<file path="src/rtl/z80_bus_pkg.sv">
// Shared Z80 bus definitions: vector layout and daisy-node source limits.
package z80_bus_pkg;
  localparam int VEC_W       = 8;
  localparam int VBASE_W     = 5;
  localparam int IDX_W       = 2;
  localparam int NUM_SRC_MAX = 4;

  localparam int VEC_BASE_LSB = 3;
  localparam int VEC_IDX_LSB  = 1;

  typedef logic [IDX_W-1:0] src_idx_t;

  // Mode-2 vector: base in [7:3], source index in [2:1], bit 0 always 0.
  function automatic logic [VEC_W-1:0] make_vec(input logic [VBASE_W-1:0] base,
                                                input src_idx_t idx);
    return {base, idx, 1'b0};
  endfunction
endpackage

</file>
<file path="src/rtl/z80_daisy_prio.sv">
// Lowest-index-wins priority encoder for the local interrupt sources.
module z80_daisy_prio
  import z80_bus_pkg::*;
#(
  parameter int NUM_SRC = 4
) (
  input  logic [NUM_SRC-1:0] req,
  output src_idx_t           idx,
  output logic               vld
);

  // Scan from the top so the lowest set index is the last one written.
  always_comb begin
    idx = '0;
    vld = 1'b0;
    for (int i = NUM_SRC - 1; i >= 0; i--) begin
      if (req[i]) begin
        idx = src_idx_t'(i);
        vld = 1'b1;
      end
    end
  end

endmodule

</file>
<file path="src/rtl/z80_daisy_intc.sv">
// Z80 mode-2 daisy-chain interrupt node: latches request edges, arbitrates
// through IEI/IEO, supplies the vector on acknowledge and releases on RETI.
module z80_daisy_intc
  import z80_bus_pkg::*;
#(
  parameter int NUM_SRC = 4
) (
  input  logic               I_CLK,
  input  logic               I_RESET,
  input  logic               I_CLKEN,
  input  logic [NUM_SRC-1:0] I_REQ,
  input  logic [NUM_SRC-1:0] I_MASK,
  input  logic [4:0]         I_VBASE,
  input  logic               I_IEI,
  input  logic               I_SPM1,
  input  logic               I_RETI,
  output logic               O_INT_n,
  output logic               O_IEO,
  output logic [7:0]         O_VEC,
  output logic               O_VEC_OE
);

  logic [NUM_SRC-1:0] req_q;
  logic [NUM_SRC-1:0] pend;
  logic [NUM_SRC-1:0] insvc;
  logic [NUM_SRC-1:0] req_edge;
  logic [NUM_SRC-1:0] elig;
  logic [NUM_SRC-1:0] ack_clr;
  logic               spm1_q;
  logic               ackd;
  logic               ack_go;
  logic               reti_go;
  logic               k_vld;
  src_idx_t           k;

  assign req_edge = I_REQ & ~req_q;
  assign elig     = pend & ~I_MASK;

  z80_daisy_prio #(
    .NUM_SRC (NUM_SRC)
  ) u_prio (
    .req (elig),
    .idx (k),
    .vld (k_vld)
  );

  assign ack_go  = I_SPM1 & ~spm1_q & I_IEI & k_vld & ~|insvc;
  assign reti_go = I_RETI & I_IEI & |insvc;

  always_comb begin
    ack_clr = '0;
    for (int i = 0; i < NUM_SRC; i++) begin
      if (ack_go && (k == src_idx_t'(i))) ack_clr[i] = 1'b1;
    end
  end

  // Edge history tracks the lines through reset, so a level held across
  // reset is not mistaken for a fresh request or acknowledge.
  always_ff @(posedge I_CLK) begin
    if (I_RESET) begin
      req_q   <= I_REQ;
      spm1_q  <= I_SPM1;
      pend    <= '0;
      insvc   <= '0;
      ackd    <= 1'b0;
      O_INT_n <= 1'b1;
      O_VEC   <= '0;
    end else if (I_CLKEN) begin
      req_q   <= I_REQ;
      spm1_q  <= I_SPM1;
      // A new edge on the acknowledged source keeps it pending (re-arm).
      pend    <= (pend & ~ack_clr) | req_edge;
      O_INT_n <= ~(I_IEI & |elig & ~|insvc);
      if (ack_go) begin
        insvc <= ack_clr;
        O_VEC <= make_vec(I_VBASE, k);
      end else if (reti_go) begin
        insvc <= '0;
      end
      if (ack_go)       ackd <= 1'b1;
      else if (!I_SPM1) ackd <= 1'b0;
    end
  end

  assign O_VEC_OE = ackd & I_SPM1;
  assign O_IEO    = I_IEI & ~|insvc & ~|elig;

endmodule

</file>
<file path="config.mk">
export PLATFORM = sky130hd
export DESIGN_NAME = z80_daisy_intc
export DESIGN_NICKNAME = d
export VERILOG_FILES = /design/src/rtl/z80_bus_pkg.sv /design/src/rtl/z80_daisy_prio.sv /design/src/rtl/z80_daisy_intc.sv
export SDC_FILE = /design/constraint.sdc
export NUM_CORES = 1
export LEC_CHECK = 0
export BUFFER_PORTS_ARGS = -buffer_cell sky130_fd_sc_hd__buf_2
export CAP_MARGIN = 0
export CORE_ASPECT_RATIO = 1.5
export CORE_MARGIN = 1.5
export CORE_UTILIZATION = 47
export CTS_CLUSTER_SIZE = 12
export DETAILED_ROUTE_END_ITERATION = 12
export PLACE_DENSITY = 0.85
export SLEW_MARGIN = 20
export SYNTH_ARGS = -nofsm -noshare
export SYNTH_HDL_FRONTEND = slang
export SYNTH_SLANG_ARGS = --single-unit
</file>
<file path="constraint.sdc">
create_clock -name I_CLK -period 1.9 [get_ports I_CLK]
set_input_delay 0 -clock I_CLK [delete_from_list [all_inputs] [get_ports I_CLK]]
set_output_delay 0 -clock I_CLK [all_outputs]
set_load 0.03 [all_outputs]
</file>
After elaboration in Yosys (flattened, before gate mapping)
Cells that the tools add are included.

Equal/unequal tests: 4. Muxes and demuxes: 20. Bitwise gates (word level): 20. Reduce and logical (&&, ||, !) cells: 14.

Operator list (number): 4-bit 2-to-1 mux (4); 4-bit bitwise AND (3); 1-bit 2-to-1 mux (12); 4-bit inverter (3); 1-bit bitwise AND (11); 2-bit 2-to-1 mux (4); 4-bit OR reduction (2); 2-bit AND reduction (3); 2-bit == test, second input constant (2); 1-bit logical AND (4); 4-bit bitwise OR (1); 2-bit nonzero test (2); 2-bit by 1-bit == test with 1-bit output, second input constant (1); 1-bit logical NOT (2); 2-bit logical NOT (1); 2-bit by 1-bit != test with 1-bit output, second input constant (1); 1-bit inverter (2).

Register bits: 22. Word-level logic and storage cells: 65.

Depth between registers and ports, before layout
Depth after elaboration: 13. Gate-level depth with buffers: 5. Depth with buffers taken out: 4.

Hierarchy
Synthesis repeated with hierarchy kept, for this count alone.

Cell total of the unflattened synthesis: 93. Area total of the unflattened synthesis: 937.1 um^2.

Modules (own cells, without submodules): z80_daisy_intc (instances 1, cells each 86, area each 902.1 um^2, seq. area each 490.5 um^2); z80_daisy_prio (instances 1, cells each 7, area each 35.0 um^2, seq. area each 0.0 um^2).

Worst setup path after synthesis
OpenSTA, ideal clock, no wires.

Kind: reg-to-reg. Start point: register insvc[0]. End point: register pend[3]. Library setup time: 0.134 ns. Arrival time: 1.285 ns. Required time: 1.766 ns. Slack: 0.481 ns. Cell stages (with the launch flop): 5. Buffers on the path: 0. Period minus slack after synthesis: 1.419 ns. Cell sequence: dfxtp_1 nor4_4 nand4_2 o41ai_1 a21oi_1.

Cells in the longest elaborated chain, start to end: 8.

RTL lines: from (decl) (line z80_daisy_intc.sv:25) `logic [NUM_SRC-1:0] insvc;`; from (signal assigned) (line z80_daisy_intc.sv:75) `insvc <= ack_clr;`; 4-bit OR reduction (line z80_daisy_intc.sv:47) `assign ack_go = I_SPM1 & ~spm1_q & I_IEI & k_vld & ~|insvc;`; 1-bit logical NOT (line z80_daisy_intc.sv:47); 1-bit bitwise AND (line z80_daisy_intc.sv:47); 1-bit logical AND (line z80_daisy_intc.sv:53) `if (ack_go && (k == src_idx_t'(i))) ack_clr[i] = 1'b1;`; 1-bit 2-to-1 mux (line z80_daisy_intc.sv:53); 4-bit inverter (line z80_daisy_intc.sv:72) `pend <= (pend & ~ack_clr) | req_edge;`; 4-bit bitwise AND (line z80_daisy_intc.sv:72); 4-bit bitwise OR (line z80_daisy_intc.sv:72); to (signal assigned) (line z80_daisy_intc.sv:72); to (decl) (line z80_daisy_intc.sv:24) `logic [NUM_SRC-1:0] pend;`.

No other way between the ends. A chain may end at the register's enable or synchronous reset.

Worst setup path after layout
Start point: register insvc[0]. End point: register pend[0].

The elaborated chain is that of the path after synthesis.

==> results by group <==
Run status
  – Status: completed

Layout
  – Sequential cell area: 490.5 um2
  – Share of cells above drive strength 1: 30.66%
  – Multi-input logic area: 450.4 um2
  – Final Core Density: 63.06%
  – Synthesis-to-finish area growth: 28.86%
  – Diodes inserted: 0
  – Fillers: 179
  – Nets: 157
  – Fin cells: 159

GRT
  – Vias in the first global route: 871
  – First-pass GRT wire length: 3553 um
  – Gr ovfl total: 0
  – Initial antenna violation count: 0
  – Pin count of the biggest net entering global routing: 17
  – Total global-route track usage: 21.49%

Yosys
  – Main synth FF type: dfxtp_1
  – EDFF count, synth: 5
  – Cell area after synthesis: 979.7 um2
  – Synth top area cells: dfxtp_1, edfxtp_1, a21oi_1
  – Synth unique cells: 36
  – Number of synthesized register bits: 22
  – Post-synthesis sequential area ratio: 50.06%
  – YS warnings: 0
  – Top-area cell type share of the netlist area: 34.74%
  – Area leader, netlist: dfxtp_1
  – Mapped Cells: 99
  – Post-Syn Area per Cell: 9.896 um2
  – Syn nets: 118
  – Most numerous cell in the Yosys netlist: dfxtp_1
  – Synth top cells by count: dfxtp_1, a21oi_1, nand3_1
  – Ys async rst share: 0%

Critical path
  – CP Capture Type: flop
  – Critical Path Max Stage Delay: 0.40 ns
  – Worst Path Max Fanout: 10
  – Bufs and invs on worst path: 0
  – Worst flop-to-flop path startpoint: insvc[0]
  – CP most frequent cell: nor3_1
  – Worst EP required: 2.10 ns
  – Worst setup SP type: flop
  – Critical Path AT: 1.82 ns
  – R2R Path End: pend[0]
  – Reg2reg path depth: 4
  – CP Class: reg -> reg
  – Cell Chain, Critical Path: nor4_4 -> nand4_2 -> nor3_1 -> nor3_1
  – Setup slack, reg-to-reg: 0.28 ns
  – Slowest stage cell, crit path: nor4_4
  – Critical path's top delay family: simple AND/OR/NAND/NOR gates

Placed design
  – Placed cells: 144
  – GPL Wtd Cong: 0.8426
  – I/O Buffers: 28
  – HPWL Detailed: 1665 um

Routing
  – Drt via density: 5.648
  – Via Count: 898
  – DRC viols: 0
  – WL/cell: 14.13 um
  – Detailed Route WL: 2246 um
  – Antenna viol nets, final: 0
  – Initial drt markers: 31
  – DR pass1 iterations: 4

Floorplanning
  – Die area: 2373 um2
  – Initial Util: 48.94%
  – Row count: 20
  – Die Y: 58.92 um
  – Die X-Extent: 40.28 um
  – Core Region: 2002 um2
  – IO Pins: 30

Timing
  – Clk_skew: 0.004472 ns
  – Min Clock Period, post-route: 1.621 ns
  – Hold Slack: 0.02544 ns
  – RSZ-0062 raised after global routing: false
  – Final Hold Vio Count: 0
  – Slew Viols, Final: 0
  – F_max: 617.0 MHz
  – Fin Setup TNS: 0 ns
  – Setup violators final: 0
  – Final worst-path cycle share: 85.30%

Clock tree
  – Post-CTS sizing: 0
  – Worst-Skew Late Latency: 0.31 ns
  – Clock-pin slew on the worst setup and hold paths: 0.12 ns
  – # clock sinks: 22
  – H-tree Lvls: 1
  – Post-CTS setup repair buffer count: 0
  – Inserted Clock Buffers: 3
  – CTS tree: done
  – CTS max path bufs: 2
  – Root Driver: clkbuf_4

Power and ir drop
  – Sw Share: 24.91%
  – Combinational Power Share: 14.5%
  – Internal power: 0.6686 mW
  – Pleak: 0.5122 nW
  – Register share of total power: 56.5%
  – Max VDD drop: 0.0005369 V
  – Net switching power: 0.2218 mW
  – Power Dens Cells: 705.3 nW/um2
  – Clock power share: 29.0%

Hold path
  – Hold_sp: I_MASK[1]
  – Hold Path Depth: 3
  – Hold Path Sink: pend[1]
  – Hold WC Path Type: in -> reg

Job
  – # Max-Cap Violations: 0
[worst max-delay path by stage]
stage                    from  endpoint  slack (ns)  cells after the start
global route        I_MASK[3]     O_IEO        0.18                      6
global placement     insvc[0]   pend[3]        0.38                      4
floorplan            insvc[0]   pend[3]        0.48                      4
detailed placement   insvc[0]  insvc[1]        0.32                      4
finish               insvc[0]   pend[0]        0.28                      4
CTS                 I_MASK[3]     O_IEO        0.27                      6
[registers in the layout, indices dropped and copies added, names as in the netlist]
signal	cells
O_VEC	7
insvc	4
pend	4
req_q	4
O_INT_n	1
ackd	1
spm1_q	1
[final cells by class]
class,count,area share (%)
flip-flops and latches,22,38.85
inverters,2,0.5946
clock buffers,4,2.874
well taps,22,2.180
repair buffers,39,19.82
multi-input cells,70,35.68
[layout by cell type, fill, tap and decap left out, types with 3 or more instances in the layout]
master / count
nand3_1: 7
dfxtp_1: 17
nand3b_1: 3
nor3_1: 3
nor2_1: 5
nor2b_1: 3
buf_2: 28
nand2b_1: 5
a22o_1: 3
nand2_1: 4
a21oi_1: 9
edfxtp_1: 5
clkbuf_4: 3
o21ai_1: 6
dlygate4sd3_1: 11
[cells by family (layout without fill, tap and decap cells)]
| family | count (synthesis) | after routing | share of synthesized area [%] |
|---|---|---|---|
| buffers and inverters | 7 | 45 | 3.959 |
| AO/OA/AOI/OAI | 29 | 29 | 19.54 |
| other | 1 | 1 | 0.3828 |
| AND/OR/NAND/NOR | 40 | 40 | 26.05 |
| flip-flops | 22 | 22 | 50.06 |
[stage by stage]
stage               power (mW)  instance area [um2]  setup slack (ns)
finish                  0.8904                 1262            0.2793
CTS                     0.8905                 1262            0.2663
detailed placement      0.6251                 1116            0.3249
global placement        0.6210                 1116            0.3835
floorplan               0.5855                979.7            0.4814
global route            0.9215                 1262            0.1827
[per-layer routing]
metal | vias up | wire (um) | share of wire, % | track usage [%]
met5 | - | 0 | 0 | 0
met4 | 0 | 65 | 2.9 | 12.38
met3 | 8 | 70 | 3.1 | 2.642
met2 | 25 | 1212 | 54 | 37.33
met1 | 426 | 898 | 40 | 23.47
li1 | 439 | - | - | -
[power groups by stage]
stage	Clock, mW	Combinational, mW	Sequential, mW
2_1_floorplan	0	0.0698	0.516
3_3_place_gp	0	0.108	0.513
3_5_place_dp	0	0.111	0.514
4_1_cts	0.258	0.129	0.503
5_1_grt	0.277	0.139	0.505
6_report	0.258	0.129	0.503
[worst register-to-register path, delay by kind of cell (launching register included)]
kind	cells	cell delay [ns]
DFF	1	0.36
and+or+nand+nor	4	1.15
[what timing repair did]
item                       in CTS  in global routing
setup endpoints to repair       0                  0
hold buffers                   11                  0
hold endpoints to repair       12                  0
Power figures use the tool's default switching activity.
